**src/rtl/micro_pkg.sv**
```systemverilog
// Shared definitions for the SimpleMicro multiply/divide tile: state encoding,
// default operand widths and the iteration-counter width helper.
package micro_pkg;

  typedef enum logic [1:0] {
    IDLE = 2'd0,
    RUN  = 2'd1,
    DONE = 2'd2
  } state_e;

  localparam int DEF_WIDTH_N = 8;
  localparam int DEF_WIDTH_D = 4;

  // Counter must hold the value WIDTH_N itself, hence the +1.
  function automatic int count_width(input int n);
    return $clog2(n + 1);
  endfunction

  localparam int DEF_CNT_W = count_width(DEF_WIDTH_N);

endpackage

```
**src/rtl/micro_div_datapath.sv**
```systemverilog
// Restoring-divider datapath: Q/R/D registers plus one shift/compare/subtract step
// per enabled cycle. The partial remainder is stored in WIDTH_D bits because it is always below D.
module micro_div_datapath
  import micro_pkg::*;
#(
  parameter int WIDTH_N = DEF_WIDTH_N,
  parameter int WIDTH_D = DEF_WIDTH_D
) (
  input  logic               clk_i,
  input  logic               rst_i,
  input  logic               load_i,
  input  logic               step_i,
  input  logic [WIDTH_N-1:0] dividend_i,
  input  logic [WIDTH_D-1:0] divisor_i,
  output logic               ge_o,
  output logic [WIDTH_N-2:0] q_keep_o,
  output logic [WIDTH_D-1:0] r_nxt_o
);

  logic [WIDTH_N-1:0] q_q, q_d;
  logic [WIDTH_D-1:0] r_q, r_d;
  logic [WIDTH_D-1:0] d_q;
  logic [WIDTH_D:0]   r_shift;
  logic               ge;

  // One restoring step: the WIDTH_D+1-bit compare decides, the low bits carry the difference.
  always_comb begin
    r_shift = {r_q, q_q[WIDTH_N-1]};
    ge      = (r_shift >= {1'b0, d_q});
    if (ge) begin
      r_d = r_shift[WIDTH_D-1:0] - d_q;
    end else begin
      r_d = r_shift[WIDTH_D-1:0];
    end
    q_d = {q_q[WIDTH_N-2:0], ge};
  end

  assign ge_o     = ge;
  assign q_keep_o = q_q[WIDTH_N-2:0];
  assign r_nxt_o  = r_d;

  // Operand capture on load, iteration on step.
  always_ff @(posedge clk_i) begin
    if (rst_i) begin
      q_q <= {WIDTH_N{1'b0}};
      r_q <= {WIDTH_D{1'b0}};
      d_q <= {WIDTH_D{1'b0}};
    end else if (load_i) begin
      q_q <= dividend_i;
      r_q <= {WIDTH_D{1'b0}};
      d_q <= divisor_i;
    end else if (step_i) begin
      q_q <= q_d;
      r_q <= r_d;
    end
  end

endmodule

```
**src/rtl/micro_div_njp.sv**
```systemverilog
// Sequential restoring divider: control FSM, iteration counter and registered
// result outputs around micro_div_datapath, with start/done framing shared with the multiplier.
module micro_div_njp
  import micro_pkg::*;
#(
  parameter int WIDTH_N = DEF_WIDTH_N,
  parameter int WIDTH_D = DEF_WIDTH_D
) (
  input  logic               sys_clk,
  input  logic               sys_rst,
  input  logic               start,
  input  logic [WIDTH_N-1:0] dividend,
  input  logic [WIDTH_D-1:0] divisor,
  output logic               busy,
  output logic               done,
  output logic               div_zero,
  output logic [WIDTH_N-1:0] quotient,
  output logic [WIDTH_D-1:0] remainder
);

  localparam int CNT_W = count_width(WIDTH_N);

  state_e             state_q, state_d;
  logic [CNT_W-1:0]   cnt_q, cnt_d;
  logic               busy_q, busy_d;
  logic               done_q, done_d;
  logic               dz_q, dz_d;
  logic [WIDTH_N-1:0] quot_q, quot_d;
  logic [WIDTH_D-1:0] rem_q, rem_d;
  logic               load, step, ge;
  logic [WIDTH_N-2:0] q_keep;
  logic [WIDTH_D-1:0] r_nxt;

  micro_div_datapath #(
    .WIDTH_N(WIDTH_N),
    .WIDTH_D(WIDTH_D)
  ) u_dp (
    .clk_i     (sys_clk),
    .rst_i     (sys_rst),
    .load_i    (load),
    .step_i    (step),
    .dividend_i(dividend),
    .divisor_i (divisor),
    .ge_o      (ge),
    .q_keep_o  (q_keep),
    .r_nxt_o   (r_nxt)
  );

  // Next-state, counter and result-register logic.
  always_comb begin
    state_d = state_q;
    cnt_d   = cnt_q;
    busy_d  = 1'b0;
    done_d  = 1'b0;
    dz_d    = dz_q;
    quot_d  = quot_q;
    rem_d   = rem_q;
    load    = 1'b0;
    step    = 1'b0;
    case (state_q)
      IDLE, DONE: begin
        if (start) begin
          if (divisor != {WIDTH_D{1'b0}}) begin
            state_d = RUN;
            load    = 1'b1;
            cnt_d   = CNT_W'(WIDTH_N);
            busy_d  = 1'b1;
            dz_d    = 1'b0;
          end else begin
            state_d = DONE;
            cnt_d   = {CNT_W{1'b0}};
            done_d  = 1'b1;
            dz_d    = 1'b1;
            quot_d  = {WIDTH_N{1'b1}};
            rem_d   = {WIDTH_D{1'b0}};
          end
        end else begin
          state_d = IDLE;
        end
      end
      RUN: begin
        step  = 1'b1;
        cnt_d = cnt_q - CNT_W'(1);
        // Final step: latch the step result directly so done appears with no extra cycle.
        if (cnt_q == CNT_W'(1)) begin
          state_d = DONE;
          done_d  = 1'b1;
          dz_d    = 1'b0;
          quot_d  = {q_keep, ge};
          rem_d   = r_nxt;
        end else begin
          busy_d  = 1'b1;
        end
      end
      default: begin
        state_d = IDLE;
        cnt_d   = {CNT_W{1'b0}};
      end
    endcase
  end

  // State and output registers.
  always_ff @(posedge sys_clk) begin
    if (sys_rst) begin
      state_q <= IDLE;
      cnt_q   <= {CNT_W{1'b0}};
      busy_q  <= 1'b0;
      done_q  <= 1'b0;
      dz_q    <= 1'b0;
      quot_q  <= {WIDTH_N{1'b0}};
      rem_q   <= {WIDTH_D{1'b0}};
    end else begin
      state_q <= state_d;
      cnt_q   <= cnt_d;
      busy_q  <= busy_d;
      done_q  <= done_d;
      dz_q    <= dz_d;
      quot_q  <= quot_d;
      rem_q   <= rem_d;
    end
  end

  assign busy      = busy_q;
  assign done      = done_q;
  assign div_zero  = dz_q;
  assign quotient  = quot_q;
  assign remainder = rem_q;

endmodule

```
**config.mk**
```make
export PLATFORM = sky130hd
export DESIGN_NAME = micro_div_njp
export DESIGN_NICKNAME = d
export VERILOG_FILES = /design/src/rtl/micro_pkg.sv /design/src/rtl/micro_div_datapath.sv /design/src/rtl/micro_div_njp.sv
export SDC_FILE = /design/constraint.sdc
export NUM_CORES = 1
export LEC_CHECK = 0
export CAP_MARGIN = 15
export CORE_MARGIN = 2
export CORE_UTILIZATION = 34
export CTS_BUF_LIST = sky130_fd_sc_hd__clkbuf_16
export CTS_CLUSTER_SIZE = 25
export DETAILED_ROUTE_END_ITERATION = 16
export SLEW_MARGIN = 20
export SYNTH_ARGS = -nofsm -noshare
export SYNTH_HDL_FRONTEND = slang
export SYNTH_SLANG_ARGS = --single-unit
export TNS_END_PERCENT = 30
```
**constraint.sdc**
```tcl
create_clock -name sys_clk -period 1.95 [get_ports sys_clk]
set_input_delay 0.195 -clock sys_clk [delete_from_list [all_inputs] [get_ports sys_clk]]
set_output_delay 0.195 -clock sys_clk [all_outputs]
set_load 0.1 [all_outputs]
```
# After elaboration in Yosys (flattened, before gate mapping)
# Cells that the tools add are included.
totals:
  wordCells: 58
  out_inout_bits: 15
  inputBits: 15
  reg_bits: 37
op_classes:
  mux: 31
  n_reduce_logical: 8
  n_addsub: 2
  magnitude_cmp: 1
  eq_ne: 6
op_table:
  columns: ["operator", "count"]
  rows:
  - ["$mux W8", 5]
  - ["$mux W4", 6]
  - ["$pmux W4 S2", 2]
  - ["$pmux W8 S2", 1]
  - ["$mux W1", 10]
  - ["$mux W2", 3]
  - ["$ne A2 B2 Y1 const B", 3]
  - ["$pmux W1 S2", 3]
  - ["$ge A5 B4 Y1", 1]
  - ["$eq A4 B1 Y1 const B", 1]
  - ["$pmux W2 S2", 1]
  - ["$reduce_and A4 Y1", 1]
  - ["$reduce_bool A2 Y1", 2]
  - ["$reduce_bool A4 Y1", 1]
  - ["$reduce_or A2 Y1", 2]
  - ["$sub A4 B1 Y4 const B", 1]
  - ["$sub A4 B4 Y4", 1]
  - ["$reduce_and A3 Y1", 1]
  - ["$eq A2 B1 Y1 const B", 1]
  - ["$eq A2 B2 Y1 const B", 1]
  - ["$logic_not A2 Y1", 1]

# Depth between registers and ports, before layout
# Gate-level depths: netlist of the first run.
depth:
  depth_word: 5
  depth_mapped: 8
  depth_no_buf: 7

# Cells and area by module
# From an unflattened synthesis of the first run, not the netlist that was laid out.
unflattened:
  cells_unflattened: 211
  area_unflattened_um2: 1979.4
modules_own_cells:
  columns: ["mod", "seq_area_each_um2", "cells_per_inst", "n_inst", "area_each_um2"]
  rows:
  - ["micro_div_njp", 420.4, 100, 1, 1021.0]
  - ["micro_div_datapath", 320.3, 111, 1, 958.4]

# Worst setup path after synthesis of the first run
# No wires, ideal clock.
synth_timing:
  path_kind: "reg2reg"
  startpoint: "register u_dp.d_q[1]"
  endpoint: "register rem_q[0], in the netlist remainder[0]"
  path_slack_ps: 92
  t_arrival_ps: 1740
  setup_ps: 118
  stages_incl_launch_ff: 9
  synth_period_minus_slack_ps: 1858
  n_path_buf: 1
  t_required_ps: 1832
  cell_sequence: "dfxtp_1 > inv_1 > ha_1 > or4_4 > a21oi_4 > or2_2 > buf_6 > o21ai_0 > a22o_1"
synth_via:
  elab_chain_cells: 4
synth_lines:
  columns: ["element", "line", "text"]
  rows:
  - ["start: declaration", "micro_div_datapath.sv:22", "logic [WIDTH_D-1:0] d_q;"]
  - ["start signal: assignment", "micro_div_datapath.sv:47", "d_q <= {WIDTH_D{1'b0}};"]
  - ["start signal: assignment", "micro_div_datapath.sv:51", "d_q <= divisor_i;"]
  - ["$ge A5 B4 Y1", "micro_div_datapath.sv:29", "ge = (r_shift >= {1'b0, d_q});"]
  - ["$mux W4", "micro_div_datapath.sv:30", "if (ge) begin"]
  - ["$mux W4", "micro_div_njp.sv:85", "if (cnt_q == CNT_W'(1)) begin"]
  - ["$pmux W4 S2", "micro_div_njp.sv:60", "case (state_q)"]
  - ["end signal: assignment", "micro_div_njp.sv:111", "rem_q <= {WIDTH_D{1'b0}};"]
  - ["end signal: assignment", "micro_div_njp.sv:119", "rem_q <= rem_d;"]
  - ["end: declaration", "micro_div_njp.sv:29", "logic [WIDTH_D-1:0] rem_q, rem_d;"]
# No other way between the ends. The select of a mux whose other input is x is not followed.
# A chain may end at the register's enable or synchronous reset.

# Worst setup path after layout of the first run
layout_timing:
  startpoint: "register cnt_q[1]"
  endpoint: "register rem_q[0], in the netlist remainder[0]"
layout_via:
  elab_chain_cells: 3
layout_lines:
  columns: ["element", "line", "text"]
  rows:
  - ["start: declaration", "micro_div_njp.sv:24", "logic [CNT_W-1:0] cnt_q, cnt_d;"]
  - ["start signal: assignment", "micro_div_njp.sv:106", "cnt_q <= {CNT_W{1'b0}};"]
  - ["start signal: assignment", "micro_div_njp.sv:114", "cnt_q <= cnt_d;"]
  - ["$eq A4 B1 Y1", "micro_div_njp.sv:85", null]
  - ["$ne A2 B2 Y1 (no line)", null, null]
  - ["$reduce_and A4 Y1 (no line)", null, null]
# No other way between the ends.

==> run metrics, run 1 <==
outcome=finished, final reports clean; Reg2Reg Launch Point=cnt_q[1]$_SDFFE_PP0N_; Die Span Y=75.2 um; critical path fanouts, max=4; number of global-route vias before repair=1,400; WP data arrival=2000 ps; CTS max path bufs=2; fraction of registers with async set/reset=0; hold_ws=450 ps; Design Area, Final=2270 um^2; core area=4820 um^2; Ys Warns=0; final HPWL from detailed placement=2.96 mm; clk slew on worst S/H paths=50 ps; PnR worst setup slack=119 ps; TritonCTS clock tree=done; P per Cell Area=905 nW/um^2; Final Hold Viols=0; drt first pass iters=4; Post-DP Area=2130 um^2; hold worst-path end=remainder[2]$_SDFFE_PP0P_; type of the worst setup path=flop to flop; pin count of the biggest net entering global routing=23; Leak=0.869 nW; largest area contributor in the netlist=dfxtp_1; fin. max-slew vios=0; DRT iter0 DRCs=60; leading cell types by count after synthesis=37 x dfxtp_1, 32 x nor2_1, 28 x nand2_1; met1 wire length=1.94 mm; Area contributors post-synth=dfxtp_1 43%, nor2_1 7.0%, nand2_1 6.1%; Die ar.=5660 um^2; Yosys cell types=39; ys flop type=dfxtp_1; #FFs+latches synth=37; wire length on met3=178 um; start point of the worst hold path=remainder[2]$_SDFFE_PP0P_; Place WS=-46.9 ps; Final ANT Viol Nets=0; Skew-Pair Late Insertion Delay=270 ps; number of nets in the layout=270; GRT Residual Overflow=0; Tcrit/Tclk final=0.939; CTS root buf=clkbuf_16; R2R setup slack=120 ps; Sink Count=37; total global-route track usage=0.148; Max Fclk=546 MHz; Slew HR=0.390; number of flops mapped to enable cells by yosys=0; min cycle time layout=1830 ps; Synth-to-Final Area Change=31.4%; crit end category=flop; number of buffers created by CTS=5; highest metal used=met4; Initial Utilization=0.358; actual slew at the worst max-slew pin=911 ps; syn nets=228; met2 wire length=1.78 mm; Mapped Cells=206; drc violations=0; max-cap viol count=0; antenna diode instance count=0; final core occ=0.471; count leader, synth=dfxtp_1; Routability Congestion=0.750; reg2reg path depth=6; Peak VDD IR=0.452 mV; reg2reg end=remainder[0]$_SDFFE_PP0P_; initial antenna violation count=0; post-DR vias/cell=4.90; row count=25; WL final=3.95 mm; fraction of final layout cells sized beyond drive strength 1=0.194; synthesized area=1730 um^2; IO Count=30; final setup vio count=0; first-pass GRT wire length=6.38 mm; worst hold-check path type=flop to flop; port bufs=29; crit start category=flop; data required time of the critical path=2120 ps; H-tree Lvls=2; Hold-fix buffers, CTS=0; width of the die=75.2 um; Via Count=1,542; register area share after synthesis=0.429; DR WL/cell=12.5 um; post-synthesis area per instance=8.38 um^2; Hold Crit Depth=2; RSZ-0062 raised after global routing=no; share of the synthesized area in the top cell type=0.429; Clock Skews=3.89 ps
[where the power goes]
group | total [mW] | internal [mW] | switching [mW] | leakage [nW]
clock | 0.734 | 0.456 | 0.278 | 0.0685
sequential | 0.841 | 0.806 | 0.0353 | 0.303
combinational | 0.476 | 0.190 | 0.285 | 0.498
total | 2.05 | 1.45 | 0.599 | 0.869
[cell type report]
cell class / count / area (um^2)
Tap cell: 67 / 83.8
Multi-Input combinational cell: 151 / 903
Inverter: 7 / 26.3
Clock buffer: 5 / 125
Timing Repair Buffer: 46 / 380
Fill cell: 493 / 2550
Clock inverter: 2 / 7.51
Sequential cell: 37 / 741
[cell families after synthesis]
group / Yosys count / share of synthesized area
buffers and inverters: 18 / 0.0486
XOR/XNOR: 3 / 0.0152
AND/OR/NAND/NOR: 99 / 0.266
adder cells (fa/ha/maj): 7 / 0.0551
AO/OA/AOI/OAI: 42 / 0.186
flip-flops: 37 / 0.429
[cell usage in the layout (no fill, tap or decap), types with 2 or more instances in the layout]
cell	count
dfxtp_1	37
nor2_1	32
buf_4	32
nand2_1	28
nor3_1	17
clkdlybuf4s50_1	14
a21oi_1	9
inv_1	8
o21ai_0	8
a311oi_1	7
ha_1	6
nand2b_1	5
nand3_1	5
clkbuf_16	5
a31oi_1	4
or3_1	3
or4_4	2
nor2b_1	2
xor2_1	2
a22oi_1	2
a22o_1	2
a211oi_2	2
[how the worst max path moves through the flow]
stage               cells past startpoint                startpoint  slack [ps]                   endpoint
global route                            6     cnt_q[1]$_SDFFE_PP0N_           6  remainder[1]$_SDFFE_PP0P_
global placement                        6                divisor[0]          20   u_dp.q_q[7]$_SDFFE_PP0P_
detailed placement                      6                divisor[0]         -50   quotient[5]$_SDFFE_PP0P_
floorplan                               8  u_dp.d_q[1]$_SDFFE_PP0P_          90  remainder[0]$_SDFFE_PP0P_
CTS                                     7  u_dp.d_q[1]$_SDFFE_PP0P_          80  remainder[0]$_SDFFE_PP0P_
finish                                  6     cnt_q[1]$_SDFFE_PP0N_         120  remainder[0]$_SDFFE_PP0P_
[timing repair]
| item | CTS | global route |
|---|---|---|
| setup buffers | 0 | 0 |
| resized for setup | 0 | 1 |
| endpoints found under the setup margin | 0 | 2 |
[sequential cells by signal (all words and copies together), names as in the netlist]
register	cells
quotient	8
u_dp.q_q	8
cnt_q	4
remainder	4
u_dp.d_q	4
u_dp.r_q	4
state_q	2
busy	1
div_zero	1
done	1
[routing by layer]
metal / vias up / GRT usage
met5: - / 0
met4: 0 / 0.0468
met3: 5 / 0.0375
met2: 46 / 0.233
met1: 692 / 0.199
li1: 799 / -
[worst max-delay path, cell delays in order (launching register included)]
cell	delay, ps
dfxtp_1	310
inv_1	90
ha_1	200
or3b_2	520
o22ai_4	240
nor2_1	120
a22o_1	240
[per-stage QoR]
step | cells | total power, mW | setup TNS [ps]
6_report | 315 | 2.05 | 0
3_3_place_gp | 308 | 1.33 | 0
2_1_floorplan | 206 | 1.19 | 0
4_1_cts | 315 | 2.06 | 0
5_1_grt | 315 | 2.15 | 0
3_5_place_dp | 308 | 1.33 | -186
Note: power is estimated with default switching activity, not from simulation.
==> run 2: changes to the inputs <==
- clock period: 1.95 -> 1.8 ns (I/O delays scaled with it)
==> run metrics, run 2 (synthesized netlist as in run 1, its figures left out) <==
outcome=finished, final reports clean (unchanged); Tcrit/Tclk final=0.993 (was 0.939); Peak VDD IR=0.542 mV (was 0.452 mV); IO Count=30 (unchanged); worst hold-check path type=flop to flop (unchanged); post-DR vias/cell=4.87 (was 4.90); clk slew on worst S/H paths=50 ps (about the same); actual slew at the worst max-slew pin=806 ps (was 911 ps); TritonCTS clock tree=done (unchanged); crit end category=flop (unchanged); Leak=0.950 nW (was 0.869 nW); drt first pass iters=4 (unchanged); number of nets in the layout=285 (was 270); Die Span Y=75.2 um (unchanged); row count=25 (unchanged); number of global-route vias before repair=1,503 (was 1,400); busiest grt layer=met2 (unchanged); final setup vio count=0 (unchanged); Worst path slowest cell=or4_4 (was or3b_2); crit start category=flop (unchanged); Initial Utilization=0.358 (unchanged); max-cap viol count=0 (unchanged); drc violations=0 (unchanged); Die ar.=5660 um^2 (unchanged); Final ANT Viol Nets=0 (unchanged); Switching Share=0.292 (about the same); H-tree Lvls=2 (unchanged); DR WL/cell=12.6 um (was 12.5 um); placed cells=320 (was 308); total global-route track usage=0.157 (was 0.148); CTS max path bufs=2 (unchanged); met3 GRT Util=0.0375 (unchanged); most frequent cells in the layout=47 x buf_4, 33 x dfxtp_1, 32 x nor2_1 (was 37 x dfxtp_1, 32 x nor2_1, 32 x buf_4); number of buffers created by CTS=5 (unchanged); NetSw=0.670 mW (was 0.599 mW); reg2reg path depth=7 (was 6); Skew-Pair Late Insertion Delay=280 ps (was 270 ps); fraction of final layout cells sized beyond drive strength 1=0.297 (was 0.194); core area=4820 um^2 (unchanged); CTS root buf=clkbuf_16 (unchanged); Max Fclk=559 MHz (was 546 MHz); sequential share of power=0.399 (was 0.410); WP data arrival=1990 ps (was 2000 ps); Via Count=1,607 (was 1,542); Synth-to-Final Area Change=41.9% (was 31.4%); leading cell type in the layout, fill and taps excluded=buf_4 (was dfxtp_1); width of the die=75.2 um (unchanged); Final Hold Viols=0 (unchanged); GRT Residual Overflow=0 (unchanged); Sink Count=37 (unchanged); final HPWL from detailed placement=3.05 mm (was 2.96 mm); WL final=4.15 mm (was 3.95 mm); min cycle time layout=1790 ps (was 1830 ps); data required time of the critical path=2000 ps (was 2120 ps); pin count of the biggest net entering global routing=19 (was 23); DRT iter0 DRCs=101 (was 60); initial antenna violation count=0 (unchanged); Crit path largest cell delay=520 ps (about the same); type of the worst setup path=flop to flop (unchanged); PnR worst setup slack=12.5 ps (was 119 ps); first-pass GRT wire length=6.81 mm (was 6.38 mm); critical path fanouts, max=8 (was 4); Hold Crit Depth=2 (unchanged); port bufs=29 (unchanged); RSZ-0062 raised after global routing=yes (was no); Clock Skews=2.70 ps (was 3.89 ps); Global Route met1 Usage=0.207 (was 0.199); non-filler cells, final=330 (was 315); P per Cell Area=937 nW/um^2 (was 905 nW/um^2); Place WS=-113 ps (was -46.9 ps); critical path, cell by cell=inv_2 -> ha_4 -> or4_4 -> a21oi_4 -> or2_4 -> a21oi_2 -> a211oi_2 (was inv_1 -> ha_1 -> or3b_2 -> o22ai_4 -> nor2_1 -> a22o_1); Routability Congestion=0.760 (was 0.750); Comb pwr share=0.254 (was 0.232); met2 Use GR=0.259 (was 0.233); antenna diode instance count=0 (unchanged); fin. max-slew vios=0 (unchanged); P_int=1.63 mW (was 1.45 mW); Slew HR=0.460 (was 0.390); Clock Power Share=0.347 (was 0.358)
-- run 2: changes by cell type in the layout (fill, tap and decap cells not counted), sizes merged --
cell / before / now
buf: 32 / 47
-- run 2: layout make-up --
class	instances	area, um^2
fill	490	2370
multi-input combinational	151	967
inverter	7	26.3
tap	67	83.8
sequential	37	746
timing repair buffer	61	493
clock buffer	5	125
clock inverter	2	7.51
-- run 2: power groups by stage --
stage / registers [mW] / logic, mW / clock network [mW]
finish: 0.915 / 0.583 / 0.797
global placement: 0.926 / 0.543 / 0
floorplan: 1.01 / 0.288 / 0
CTS: 0.911 / 0.562 / 0.815
global route: 0.921 / 0.641 / 0.846
detailed placement: 0.926 / 0.545 / 0
-- run 2: worst paths after layout --
check,from,endpoint,slack [ps]
worst min-delay path,remainder[2]$_SDFFE_PP0P_,remainder[2]$_SDFFE_PP0P_,450
worst max-delay path,u_dp.d_q[3]$_SDFFE_PP0P_,u_dp.r_q[2]$_SDFFE_PP0P_,10
worst min register to register,remainder[2]$_SDFFE_PP0P_,remainder[2]$_SDFFE_PP0P_,450
worst max register to register,u_dp.d_q[3]$_SDFFE_PP0P_,u_dp.r_q[2]$_SDFFE_PP0P_,10
-- run 2: worst max-delay path: cells and delay by family (launching register included) --
kind	cells	cell delay, ps
buf+inv	1	50
compound gates	3	460
fa+ha+maj	1	150
flops	1	340
simple gates	2	710
-- run 2: what timing repair did --
action | in CTS | in global routing
gates resized for setup | 7 | 17
pin swaps | 3 | 7
hold buffers | 0 | 0
endpoints found under the setup margin | 8 | 11
buffers inserted | 1 | 2
-- run 2: routing by layer --
layer,vias up,routed length [um]
met5,-,0
met4,0,41
met3,4,152
met2,24,2000
met1,748,1950
li1,831,-
-- run 2: stage by stage --
step	area [um^2]	hold WS, ps	utilization	TNS [ps]	total power [mW]
after floorplan	1730	308	-	0	1.30
after global placement	2230	436	0.462	-1290	1.47
after detailed placement	2230	447	0.462	-1730	1.47
after CTS	2370	459	0.493	0	2.29
after global routing	2450	481	0.508	-211	2.41
final	2450	447	0.508	0	2.30
==> run 3: changes to the inputs <==
- SETUP_SLACK_MARGIN: not set -> 0.2
==> run metrics, run 3 (synthesized netlist as in run 1, its figures left out) <==
outcome=finished, final reports clean (unchanged); row count=25 (unchanged); H-tree Lvls=2 (unchanged); RSZ-0062 raised after global routing=yes (unchanged); Post-DP Area=2230 um^2 (about the same); placed cells=317 (was 320); CTS max path bufs=2 (unchanged); Skew-Pair Late Insertion Delay=280 ps (about the same); Leak=0.955 nW (was 0.950 nW); Routability Congestion=0.811 (was 0.760); pin count of the biggest net entering global routing=21 (was 19); fin. max-slew vios=0 (unchanged); drc violations=0 (unchanged); Slew HR=0.651 (was 0.460); Hold Crit Depth=2 (unchanged); Crit path largest cell delay=530 ps (was 520 ps); Design Area, Final=2490 um^2 (was 2450 um^2); GRT Residual Overflow=0 (unchanged); number of buffers created by CTS=5 (unchanged); clk slew on worst S/H paths=50 ps (about the same); DRT iter0 DRCs=106 (was 101); core area=4820 um^2 (unchanged); CTS root buf=clkbuf_16 (unchanged); most frequent cells in the layout=43 x buf_4, 32 x dfxtp_1, 30 x nor2_1 (was 47 x buf_4, 33 x dfxtp_1, 32 x nor2_1); Peak VDD IR=0.434 mV (was 0.542 mV); area of the multi-input gates=995 um^2 (was 967 um^2); hold_ws=444 ps (was 447 ps); final core occ=0.517 (was 0.508); crit start category=flop (unchanged); data required time of the critical path=1970 ps (was 2000 ps); Die Span Y=75.2 um (unchanged); critical path fanouts, max=8 (unchanged); critical path, cell by cell=inv_2 -> ha_4 -> or4_4 -> a21oi_4 -> or2_4 -> o21ai_2 -> a22o_1 (was inv_2 -> ha_4 -> or4_4 -> a21oi_4 -> or2_4 -> a21oi_2 -> a211oi_2); Initial Utilization=0.358 (unchanged); crit end category=flop (unchanged); antenna diode instance count=0 (unchanged); Die ar.=5660 um^2 (unchanged); type of the worst setup path=flop to flop (unchanged); final HPWL from detailed placement=3.02 mm (was 3.05 mm); number of global-route vias before repair=1,489 (was 1,503); fill count=475 (was 490); fraction of final layout cells sized beyond drive strength 1=0.326 (was 0.297); WP data arrival=1920 ps (was 1990 ps); Via Count=1,604 (was 1,607); max-cap viol count=0 (unchanged); final setup vio count=0 (unchanged); Final ANT Viol Nets=0 (unchanged); Sink Count=37 (unchanged); P per Cell Area=988 nW/um^2 (was 937 nW/um^2); min cycle time layout=1760 ps (was 1790 ps); Synth-to-Final Area Change=44.5% (was 41.9%); Final Hold Viols=0 (unchanged); leading cell type in the layout, fill and taps excluded=buf_4 (unchanged); drt first pass iters=4 (unchanged); total global-route track usage=0.156 (was 0.157); first-pass GRT wire length=6.75 mm (was 6.81 mm); Hold-fix buffers, CTS=0 (unchanged); TritonCTS clock tree=done (unchanged); port bufs=29 (unchanged); Worst path slowest cell=or4_4 (unchanged); Tcrit/Tclk final=0.975 (was 0.993); DR WL/cell=12.4 um (was 12.6 um); actual slew at the worst max-slew pin=522 ps (was 806 ps); initial antenna violation count=0 (unchanged); reg2reg path depth=7 (unchanged); WL final=4.06 mm (was 4.15 mm); IO Count=30 (unchanged); non-filler cells, final=328 (was 330); Max Fclk=570 MHz (was 559 MHz); worst hold-check path type=flop to flop (unchanged); number of nets in the layout=282 (was 285); width of the die=75.2 um (unchanged); post-DR vias/cell=4.89 (was 4.87); sequential cell area=747 um^2 (was 746 um^2); Clock Skews=3.92 ps (was 2.70 ps)
run 3: changes by cell type in the layout (fill, tap and decap cells not counted), sizes merged:
| cell | delta |
|---|---|
| buf | -3 |
| bufinv | +1 |
| clkinvlp | +1 |
| inv | -1 |
run 3: area by class of cell:
cell class,instances,share of cell area
multi-input cells,151,0.399
flip-flops and latches,37,0.300
repair buffers,58,0.190
clock buffers,5,0.0502
well taps,67,0.0336
clock inverters,3,0.0166
inverters,7,0.0105
run 3: power breakdown:
group | total, mW | internal, mW | switching (mW) | leakage (nW)
Clock | 0.969 | 0.647 | 0.321 | 0.0775
Sequential | 0.916 | 0.875 | 0.0412 | 0.305
Combinational | 0.579 | 0.249 | 0.330 | 0.573
run 3: metal layers:
| metal | routed length, um | GRT usage | vias to the layer above |
|---|---|---|---|
| met3 | 131 | 0.0321 | 4 |
| met2 | 1930 | 0.250 | 29 |
| met1 | 1940 | 0.208 | 742 |
| met4 | 58 | 0.0585 | 0 |
| met5 | 0 | 0 | - |
| li1 | - | - | 829 |
run 3: final timing paths:
check,from,slack [ps],to
setup / recovery,u_dp.d_q[1]$_SDFFE_PP0P_,40,remainder[0]$_SDFFE_PP0P_
hold / removal,remainder[2]$_SDFFE_PP0P_,440,remainder[2]$_SDFFE_PP0P_
setup reg to reg,u_dp.d_q[1]$_SDFFE_PP0P_,40,remainder[0]$_SDFFE_PP0P_
hold reg to reg,remainder[2]$_SDFFE_PP0P_,440,remainder[2]$_SDFFE_PP0P_
run 3: critical path: cells and delay by family (launching register included):
family / cells / cell delay (ps)
simple gates: 2 / 730
flops: 1 / 330
compound gates: 3 / 400
buf+inv: 1 / 40
fa+ha+maj: 1 / 150
run 3: what timing repair did:
item | CTS | global route
endpoints found under the setup margin | 26 | 28
setup buffers | 2 | 1
pin swaps | 5 | 14
gates resized for setup | 12 | 12
run 3: through the flow:
| step | TNS, ps | power (mW) | worst slack [ps] |
|---|---|---|---|
| after CTS | 0 | 2.48 | 40.9 |
| after global placement | -1930 | 1.47 | -189 |
| after floorplan | 0 | 1.31 | 57.9 |
| after detailed placement | -2710 | 1.47 | -203 |
| final | 0 | 2.46 | 44.5 |
| after global routing | -38.2 | 2.59 | -18.9 |
